`src/rtl/dmem_arbiter_if.sv`:
```
// One master-side request/response port of dmem_arbiter.
// The master modport is the requester; the slave modport is the arbiter side.
interface dmem_arbiter_if #(
   parameter int ADDR_W = 32,
   parameter int DATA_W = 32
);
   logic              req;
   logic              we;
   logic [ADDR_W-1:0] addr;
   logic [DATA_W-1:0] wdata;
   logic [1:0]        size;
   logic              is_signed;
   logic              gnt;
   logic              rsp_valid;
   logic              rsp_err;
   logic [DATA_W-1:0] rdata;

   modport master (
      output req, we, addr, wdata, size, is_signed,
      input  gnt, rsp_valid, rsp_err, rdata
   );

   modport slave (
      input  req, we, addr, wdata, size, is_signed,
      output gnt, rsp_valid, rsp_err, rdata
   );
endinterface

```
`src/rtl/dmem_arbiter.sv`:
```
// Two-master arbiter/sequencer for a single-port data memory: IDLE -> ACCESS -> RESP.
// Define DMEM_ARB_FIXED_PRIO_EN for fixed priority (M0 wins ties); default is round-robin.
module dmem_arbiter #(
   parameter int ADDR_W    = 32,
   parameter int DATA_W    = 32,
   parameter int MEM_DEPTH = 1024
) (
   input  logic              clk,
   input  logic              reset,
   dmem_arbiter_if.slave     m0,
   dmem_arbiter_if.slave     m1,
   output logic              mem_cs,
   output logic              mem_rd_en,
   output logic              mem_write,
   output logic [3:0]        mem_mask,
   output logic [ADDR_W-1:0] mem_addr,
   output logic [DATA_W-1:0] mem_wdata,
   input  logic [DATA_W-1:0] mem_rdata
);
   localparam int IDX_W = $clog2(MEM_DEPTH);

   typedef enum logic [1:0] {IDLE = 2'd0, ACCESS = 2'd1, RESP = 2'd2} state_e;

   function automatic logic misaligned(input logic [1:0] size, input logic [1:0] off);
      case (size)
         2'd0:    misaligned = 1'b0;
         2'd1:    misaligned = off[0];
         2'd2:    misaligned = (off != 2'd0);
         default: misaligned = 1'b1;
      endcase
   endfunction

   function automatic logic [3:0] lane_mask(input logic [1:0] size, input logic [1:0] off);
      case (size)
         2'd0:    lane_mask = 4'b0001 << off;
         2'd1:    lane_mask = off[1] ? 4'b1100 : 4'b0011;
         2'd2:    lane_mask = 4'b1111;
         default: lane_mask = 4'b0000;
      endcase
   endfunction

   function automatic logic [DATA_W-1:0] lane_wdata(input logic [1:0] size, input logic [DATA_W-1:0] wd);
      case (size)
         2'd0:    lane_wdata = {4{wd[7:0]}};
         2'd1:    lane_wdata = {2{wd[15:0]}};
         default: lane_wdata = wd;
      endcase
   endfunction

   function automatic logic [DATA_W-1:0] load_extract(input logic [1:0] size, input logic [1:0] off,
                                                      input logic sgn, input logic [DATA_W-1:0] word);
      logic [7:0]  b;
      logic [15:0] h;
      b = word[{off, 3'b000} +: 8];
      h = off[1] ? word[31:16] : word[15:0];
      case (size)
         2'd0:    load_extract = {{24{sgn & b[7]}}, b};
         2'd1:    load_extract = {{16{sgn & h[15]}}, h};
         default: load_extract = word;
      endcase
   endfunction

   state_e            state_q, state_d;
   logic              last_grant_q, last_grant_d;
   logic              sel_q, sel_d;
   logic              we_q, we_d;
   logic [1:0]        size_q, size_d;
   logic [1:0]        off_q, off_d;
   logic              sgn_q, sgn_d;
   logic              err_q, err_d;
   logic              mem_cs_q, mem_cs_d;
   logic              mem_rd_en_q, mem_rd_en_d;
   logic              mem_write_q, mem_write_d;
   logic [3:0]        mem_mask_q, mem_mask_d;
   logic [ADDR_W-1:0] mem_addr_q, mem_addr_d;
   logic [DATA_W-1:0] mem_wdata_q, mem_wdata_d;
   logic              rsp_valid_q, rsp_valid_d;
   logic              rsp_err_q, rsp_err_d;
   logic [DATA_W-1:0] rdata_q, rdata_d;

   logic              win_s;
   logic              gnt0_s, gnt1_s;
   logic              req_we_s, req_sgn_s, req_mis_s;
   logic [ADDR_W-1:0] req_addr_s;
   logic [DATA_W-1:0] req_wdata_s;
   logic [1:0]        req_size_s;

   // Arbitration, request latching and per-state sequencing.
   always_comb begin
      state_d      = state_q;
      last_grant_d = last_grant_q;
      sel_d        = sel_q;
      we_d         = we_q;
      size_d       = size_q;
      off_d        = off_q;
      sgn_d        = sgn_q;
      err_d        = err_q;
      mem_cs_d     = mem_cs_q;
      mem_rd_en_d  = mem_rd_en_q;
      mem_write_d  = mem_write_q;
      mem_mask_d   = mem_mask_q;
      mem_addr_d   = mem_addr_q;
      mem_wdata_d  = mem_wdata_q;
      rsp_valid_d  = rsp_valid_q;
      rsp_err_d    = rsp_err_q;
      rdata_d      = rdata_q;
      gnt0_s       = 1'b0;
      gnt1_s       = 1'b0;
`ifdef DMEM_ARB_FIXED_PRIO_EN
      win_s = ~m0.req;
`else
      if (m0.req && m1.req) begin
         win_s = ~last_grant_q;
      end else begin
         win_s = ~m0.req;
      end
`endif
      if (win_s) begin
         req_we_s    = m1.we;
         req_addr_s  = m1.addr;
         req_wdata_s = m1.wdata;
         req_size_s  = m1.size;
         req_sgn_s   = m1.is_signed;
      end else begin
         req_we_s    = m0.we;
         req_addr_s  = m0.addr;
         req_wdata_s = m0.wdata;
         req_size_s  = m0.size;
         req_sgn_s   = m0.is_signed;
      end
      req_mis_s = misaligned(req_size_s, req_addr_s[1:0]);

      case (state_q)
         IDLE: begin
            if (m0.req || m1.req) begin
               gnt0_s       = ~win_s;
               gnt1_s       = win_s;
               last_grant_d = win_s;
               sel_d        = win_s;
               we_d         = req_we_s;
               size_d       = req_size_s;
               off_d        = req_addr_s[1:0];
               sgn_d        = req_sgn_s;
               err_d        = req_mis_s;
               // A misaligned access keeps the memory bus fully idle.
               mem_cs_d     = ~req_mis_s;
               mem_rd_en_d  = ~req_mis_s & ~req_we_s;
               mem_write_d  = ~req_mis_s & req_we_s;
               mem_mask_d   = req_mis_s ? 4'b0000 : lane_mask(req_size_s, req_addr_s[1:0]);
               mem_addr_d   = req_mis_s ? {ADDR_W{1'b0}}
                                        : {{(ADDR_W-IDX_W){1'b0}}, req_addr_s[IDX_W+1:2]};
               mem_wdata_d  = req_mis_s ? {DATA_W{1'b0}} : lane_wdata(req_size_s, req_wdata_s);
               state_d      = ACCESS;
            end else begin
               state_d = IDLE;
            end
         end
         ACCESS: begin
            mem_cs_d    = 1'b0;
            mem_rd_en_d = 1'b0;
            mem_write_d = 1'b0;
            mem_mask_d  = 4'b0000;
            mem_addr_d  = {ADDR_W{1'b0}};
            mem_wdata_d = {DATA_W{1'b0}};
            rsp_valid_d = 1'b1;
            rsp_err_d   = err_q;
            rdata_d     = (err_q || we_q) ? {DATA_W{1'b0}} : load_extract(size_q, off_q, sgn_q, mem_rdata);
            state_d     = RESP;
         end
         RESP: begin
            rsp_valid_d = 1'b0;
            rsp_err_d   = 1'b0;
            rdata_d     = {DATA_W{1'b0}};
            state_d     = IDLE;
         end
         default: begin
            mem_cs_d    = 1'b0;
            mem_rd_en_d = 1'b0;
            mem_write_d = 1'b0;
            mem_mask_d  = 4'b0000;
            mem_addr_d  = {ADDR_W{1'b0}};
            mem_wdata_d = {DATA_W{1'b0}};
            rsp_valid_d = 1'b0;
            rsp_err_d   = 1'b0;
            rdata_d     = {DATA_W{1'b0}};
            state_d     = IDLE;
         end
      endcase
   end

   // State and output registers; reset drops any in-flight transaction.
   always_ff @(posedge clk) begin
      if (reset) begin
         state_q      <= IDLE;
         last_grant_q <= 1'b1;
         sel_q        <= 1'b0;
         we_q         <= 1'b0;
         size_q       <= 2'd0;
         off_q        <= 2'd0;
         sgn_q        <= 1'b0;
         err_q        <= 1'b0;
         mem_cs_q     <= 1'b0;
         mem_rd_en_q  <= 1'b0;
         mem_write_q  <= 1'b0;
         mem_mask_q   <= 4'b0000;
         mem_addr_q   <= {ADDR_W{1'b0}};
         mem_wdata_q  <= {DATA_W{1'b0}};
         rsp_valid_q  <= 1'b0;
         rsp_err_q    <= 1'b0;
         rdata_q      <= {DATA_W{1'b0}};
      end else begin
         state_q      <= state_d;
         last_grant_q <= last_grant_d;
         sel_q        <= sel_d;
         we_q         <= we_d;
         size_q       <= size_d;
         off_q        <= off_d;
         sgn_q        <= sgn_d;
         err_q        <= err_d;
         mem_cs_q     <= mem_cs_d;
         mem_rd_en_q  <= mem_rd_en_d;
         mem_write_q  <= mem_write_d;
         mem_mask_q   <= mem_mask_d;
         mem_addr_q   <= mem_addr_d;
         mem_wdata_q  <= mem_wdata_d;
         rsp_valid_q  <= rsp_valid_d;
         rsp_err_q    <= rsp_err_d;
         rdata_q      <= rdata_d;
      end
   end

   assign m0.gnt       = gnt0_s;
   assign m1.gnt       = gnt1_s;
   assign m0.rsp_valid = rsp_valid_q & ~sel_q;
   assign m1.rsp_valid = rsp_valid_q & sel_q;
   assign m0.rsp_err   = rsp_err_q & ~sel_q;
   assign m1.rsp_err   = rsp_err_q & sel_q;
   assign m0.rdata     = sel_q ? {DATA_W{1'b0}} : rdata_q;
   assign m1.rdata     = sel_q ? rdata_q : {DATA_W{1'b0}};

   assign mem_cs    = mem_cs_q;
   assign mem_rd_en = mem_rd_en_q;
   assign mem_write = mem_write_q;
   assign mem_mask  = mem_mask_q;
   assign mem_addr  = mem_addr_q;
   assign mem_wdata = mem_wdata_q;
endmodule
```
`src/flat_wrapper.sv`:
```
// flat-port wrapper written by rule: the top's interface ports become plain ports
module dmem_arbiter_flat 
#(
   parameter int ADDR_W    = 32,
   parameter int DATA_W    = 32,
   parameter int MEM_DEPTH = 1024
)
  (clk, reset, mem_cs, mem_rd_en, mem_write, mem_mask, mem_addr, mem_wdata, mem_rdata, m0_req, m0_we, m0_addr, m0_wdata, m0_size, m0_is_signed, m0_gnt, m0_rsp_valid, m0_rsp_err, m0_rdata, m1_req, m1_we, m1_addr, m1_wdata, m1_size, m1_is_signed, m1_gnt, m1_rsp_valid, m1_rsp_err, m1_rdata);
  dmem_arbiter_if #(.ADDR_W(ADDR_W), .DATA_W(DATA_W)) m0_i ();
  dmem_arbiter_if #(.ADDR_W(ADDR_W), .DATA_W(DATA_W)) m1_i ();
  input  logic clk;
  input  logic reset;
  output logic mem_cs;
  output logic mem_rd_en;
  output logic mem_write;
  output logic [3:0] mem_mask;
  output logic [ADDR_W-1:0] mem_addr;
  output logic [DATA_W-1:0] mem_wdata;
  input  logic [DATA_W-1:0] mem_rdata;
  input wire logic [$bits(m0_i.req)-1:0] m0_req;
  input wire logic [$bits(m0_i.we)-1:0] m0_we;
  input wire logic [$bits(m0_i.addr)-1:0] m0_addr;
  input wire logic [$bits(m0_i.wdata)-1:0] m0_wdata;
  input wire logic [$bits(m0_i.size)-1:0] m0_size;
  input wire logic [$bits(m0_i.is_signed)-1:0] m0_is_signed;
  output wire logic [$bits(m0_i.gnt)-1:0] m0_gnt;
  output wire logic [$bits(m0_i.rsp_valid)-1:0] m0_rsp_valid;
  output wire logic [$bits(m0_i.rsp_err)-1:0] m0_rsp_err;
  output wire logic [$bits(m0_i.rdata)-1:0] m0_rdata;
  input wire logic [$bits(m1_i.req)-1:0] m1_req;
  input wire logic [$bits(m1_i.we)-1:0] m1_we;
  input wire logic [$bits(m1_i.addr)-1:0] m1_addr;
  input wire logic [$bits(m1_i.wdata)-1:0] m1_wdata;
  input wire logic [$bits(m1_i.size)-1:0] m1_size;
  input wire logic [$bits(m1_i.is_signed)-1:0] m1_is_signed;
  output wire logic [$bits(m1_i.gnt)-1:0] m1_gnt;
  output wire logic [$bits(m1_i.rsp_valid)-1:0] m1_rsp_valid;
  output wire logic [$bits(m1_i.rsp_err)-1:0] m1_rsp_err;
  output wire logic [$bits(m1_i.rdata)-1:0] m1_rdata;
  assign m0_i.req = m0_req;
  assign m0_i.we = m0_we;
  assign m0_i.addr = m0_addr;
  assign m0_i.wdata = m0_wdata;
  assign m0_i.size = m0_size;
  assign m0_i.is_signed = m0_is_signed;
  assign m0_gnt = m0_i.gnt;
  assign m0_rsp_valid = m0_i.rsp_valid;
  assign m0_rsp_err = m0_i.rsp_err;
  assign m0_rdata = m0_i.rdata;
  assign m1_i.req = m1_req;
  assign m1_i.we = m1_we;
  assign m1_i.addr = m1_addr;
  assign m1_i.wdata = m1_wdata;
  assign m1_i.size = m1_size;
  assign m1_i.is_signed = m1_is_signed;
  assign m1_gnt = m1_i.gnt;
  assign m1_rsp_valid = m1_i.rsp_valid;
  assign m1_rsp_err = m1_i.rsp_err;
  assign m1_rdata = m1_i.rdata;
  dmem_arbiter #(.ADDR_W(ADDR_W), .DATA_W(DATA_W), .MEM_DEPTH(MEM_DEPTH)) u_core (.clk(clk), .reset(reset), .m0(m0_i), .m1(m1_i), .mem_cs(mem_cs), .mem_rd_en(mem_rd_en), .mem_write(mem_write), .mem_mask(mem_mask), .mem_addr(mem_addr), .mem_wdata(mem_wdata), .mem_rdata(mem_rdata));
endmodule
```
`config.mk`:
```
export PLATFORM = sky130hd
export DESIGN_NAME = dmem_arbiter_flat
export DESIGN_NICKNAME = d
export VERILOG_FILES = /design/src/rtl/dmem_arbiter_if.sv /design/src/rtl/dmem_arbiter.sv /design/src/flat_wrapper.sv
export SDC_FILE = /design/constraint.sdc
export NUM_CORES = 1
export LEC_CHECK = 0
export CORE_ASPECT_RATIO = 2
export CORE_MARGIN = 1.5
export CORE_UTILIZATION = 30
export CTS_BUF_LIST = sky130_fd_sc_hd__clkbuf_8 sky130_fd_sc_hd__clkbuf_16
export DETAILED_ROUTE_END_ITERATION = 10
export PLACE_DENSITY = 0.77
export SLEW_MARGIN = 40
export SYNTH_ARGS = -nofsm -noshare
export SYNTH_HDL_FRONTEND = slang
export SYNTH_SLANG_ARGS = --single-unit
```
`constraint.sdc`:
```
create_clock -name clk -period 3.12 [get_ports clk]
set_input_delay 0.78 -clock clk [delete_from_list [all_inputs] [get_ports clk]]
set_output_delay 0.78 -clock clk [all_outputs]
set_load 0.03 [all_outputs]
```
==> qor.csv <==
metric;value;unit
status;completed;
kind of end point of the critical path;output pin;
sequential share of power;37.2;%
die area;18870;um2
period utilization;87.07;%
CTS root buf;clkbuf_16;
hold buffers post-CTS;0;
Critical path buffers and inverters;2;
crit-path leading delay family;buffers and inverters;
Die Width;97.88;um
routed vias/inst;5.026;
drt initial violations;209;
dpl cells;1117;
Synth area leader;dfxtp_1;
Final HPWL DP;15.93;mm
Final min period;2717;ps
post-route ant nets;0;
die outline height;192.8;um
PortBufs;250;
routed via count;5694;
crit-path max FO;3;
leakage power total;3.252;nW
sequential share of the synthesized area;34.84;%
YS warnings;0;
Post-synth EDFFs;0;
routability cong.;0.8952;
Switching Fraction;31.63;%
RSZ-0062 raised after global routing;no;
CP required;2340;ps
top-count cell post-synth;nand2_1;
Skew-Pair Late Insertion Delay;350;ps
DRC;0;
Peak Freq;368.1;MHz
Post-Syn Area;5401;um2
global route overflow;0;
Max Root-Sink Buffers;2;
crit-path cells;clkdlybuf4s50_1 -> nor2_1 -> nor3_2 -> and2_1 -> buf_4;
Synth Flop Type;dfxtp_1;
Final Instance Count excl. Fillers;1133;
FFs w/ async S/R, synth;0;%
post_cts resized;0;
Final setup viols;0;
num rows;69;
clock sink count;94;
Gate power share;28.7;%
H-tree Lvls;3;
Worst Skew;12.77;ps
post-synth cell types;38;
Pwr Density;430.0;nW/um2
Initial Util;30.52;%
slowest CP cell;clkdlybuf4s50_1;
Max Slew Vio Count;0;
xor/xnor cell area share of the yosys netlist;0;%
VDD IR max;0.0002458;V
Synth top cells by count;nand2_1 (121), dfxtp_1 (94), o21ai_0 (72);
initial antenna violation count;0;
CTS tree;built;
Nets;1087;
synth-to-layout area growth;55.08;%
Reg area;1883;um2
Clock power frac;34.2;%
crit path kind;in -> out;
ant diodes;0;
post-detailed-route wirelength per cell;17.63;um
Post-Synth Adder-Cell Area;0;%
vias in the first global route;5537;
Synth Register Bits;94;
area of the core;17700;um2
post-synthesis compound-gate area fraction;20.45;%
multiplexer area fraction after synthesis;11.51;%
cell internal pwr;0.002463;W
Mapped Cells;687;
slowest stage delay, CP;490;ps
startpoint type of the worst setup path;input port;
Post-Syn Area per Cell;7.862;um2
max-cap violations;0;
Hold Vio Cnt, Final;0;
I/O pins;313;
class of the worst hold path;reg -> reg;
top-area cell type share of the netlist area;34.84;%
CTS Buf Count;9;
synth top area cells;dfxtp_1 (35%), mux2i_1 (8.5%), nand2_1 (8.4%);
first-pass GRT wire length;30.08;mm
pin count of the biggest net entering global routing;61;
Multi-input gate area;3151;um2
Slew headroom;48.39;%
first-pass iteration count of the detailed router;4;
final wirelength;19.97;mm
worst-margin pin slew;772.1;ps
postcts setup bufs;0;
clk slew on worst S/H paths;70;ps
Synth Area in Simple Gates;24.46;%
Setup TNS Final;0;ps
Arr. time, crit path;1940;ps
GRT Resource Usage Total;20.66;%
switching pwr;0.001139;W
Fillers;1707;
layout cell share with drive strength beyond 1;7.065;%
main combinational cell family by area after synthesis;simple AND/OR/NAND/NOR gates;
worst reg2reg max path, cell delays in order (launching register included):
cell and delay [ps]:
dfxtp_1 460, nand2b_1 470, a21oi_1 570, o221ai_1 240, a21oi_1 190
per-stage QoR:
stage / total power, W / cell area (um2) / hold slack (ps) / setup slack [ps] / utilization, %
after global routing: 0.003773 / 8377 / 461.0 / 323.4 / 47.33
after global placement: 0.002390 / 8043 / 429.1 / 380.7 / 45.44
after detailed placement: 0.002403 / 8045 / 434.0 / 368.1 / 45.46
final: 0.003602 / 8377 / 442.0 / 403.4 / 47.33
after CTS: 0.003643 / 8377 / 444.9 / 386.3 / 47.33
after floorplan: 0.001948 / 5480 / 430.9 / 323.7 / -
worst paths after layout:
check | slack (ps) | cells past startpoint | endpoint | from
setup / recovery | 400 | 5 | m1_gnt | m0_req
hold / removal | 440 | 2 | u_core.mem_cs | u_core.mem_cs
setup reg to reg | 1120 | 4 | u_core.rdata_q[6] | u_core.size_q[0]
hold reg to reg | 440 | 2 | u_core.mem_cs | u_core.mem_cs
power groups by stage:
stage                     combinational [W]  clock, W  sequential [W]
final                               0.00103   0.00123         0.00134
after global placement              0.00103         0         0.00136
after floorplan                    0.000531         0         0.00142
after detailed placement            0.00104         0         0.00137
after CTS                           0.00104   0.00126         0.00134
after global routing                0.00111   0.00131         0.00135
metal layers:
layer	share of wire [%]	routed length, um	track usage, %
met1	32	6475	19.08
met3	5.5	1093	4.129
met5	0	0	0
met2	56	11230	40.40
met4	5.9	1173	12.91
state kept, by name, summed over array words and instances, names as in the netlist, 2 cells and up:
register	flops
u_core.mem_mask	4
u_core.mem_wdata	32
u_core.size_q	2
u_core.mem_addr	10
u_core.state_q	2
u_core.off_q	2
u_core.rdata_q	32
layout by cell type (no fill, tap or decap), types with 9 or more instances in the layout:
master,n
conb_1,22
a22o_1,9
nand2b_1,9
nand3_1,22
nor2b_1,35
mux2_2,11
nand2_1,121
and2_1,36
o21ai_0,71
a32o_1,25
dfxtp_1,93
buf_4,22
clkbuf_16,9
nor2_1,33
clkdlybuf4s50_1,248
mux2i_1,46
inv_1,10
a21oi_1,38
logic make-up (layout without fill, tap and decap cells):
| logic type | count (synthesis) | count (layout) |
|---|---|---|
| multiplexers | 59 | 59 |
| buffers and inverters | 87 | 299 |
| flip-flops | 94 | 94 |
| AO/OA/AOI/OAI | 174 | 174 |
| other | 1 | 22 |
| AND/OR/NAND/NOR | 272 | 272 |
final cells by class:
class	instances	share of cell area, %
multi-input cells	527	37.61
repair buffers	273	32.32
flip-flops and latches	94	22.48
well taps	213	3.181
clock buffers	10	2.853
clock inverters	6	1.105
inverters	10	0.4481
Power figures use the tool's default switching activity.
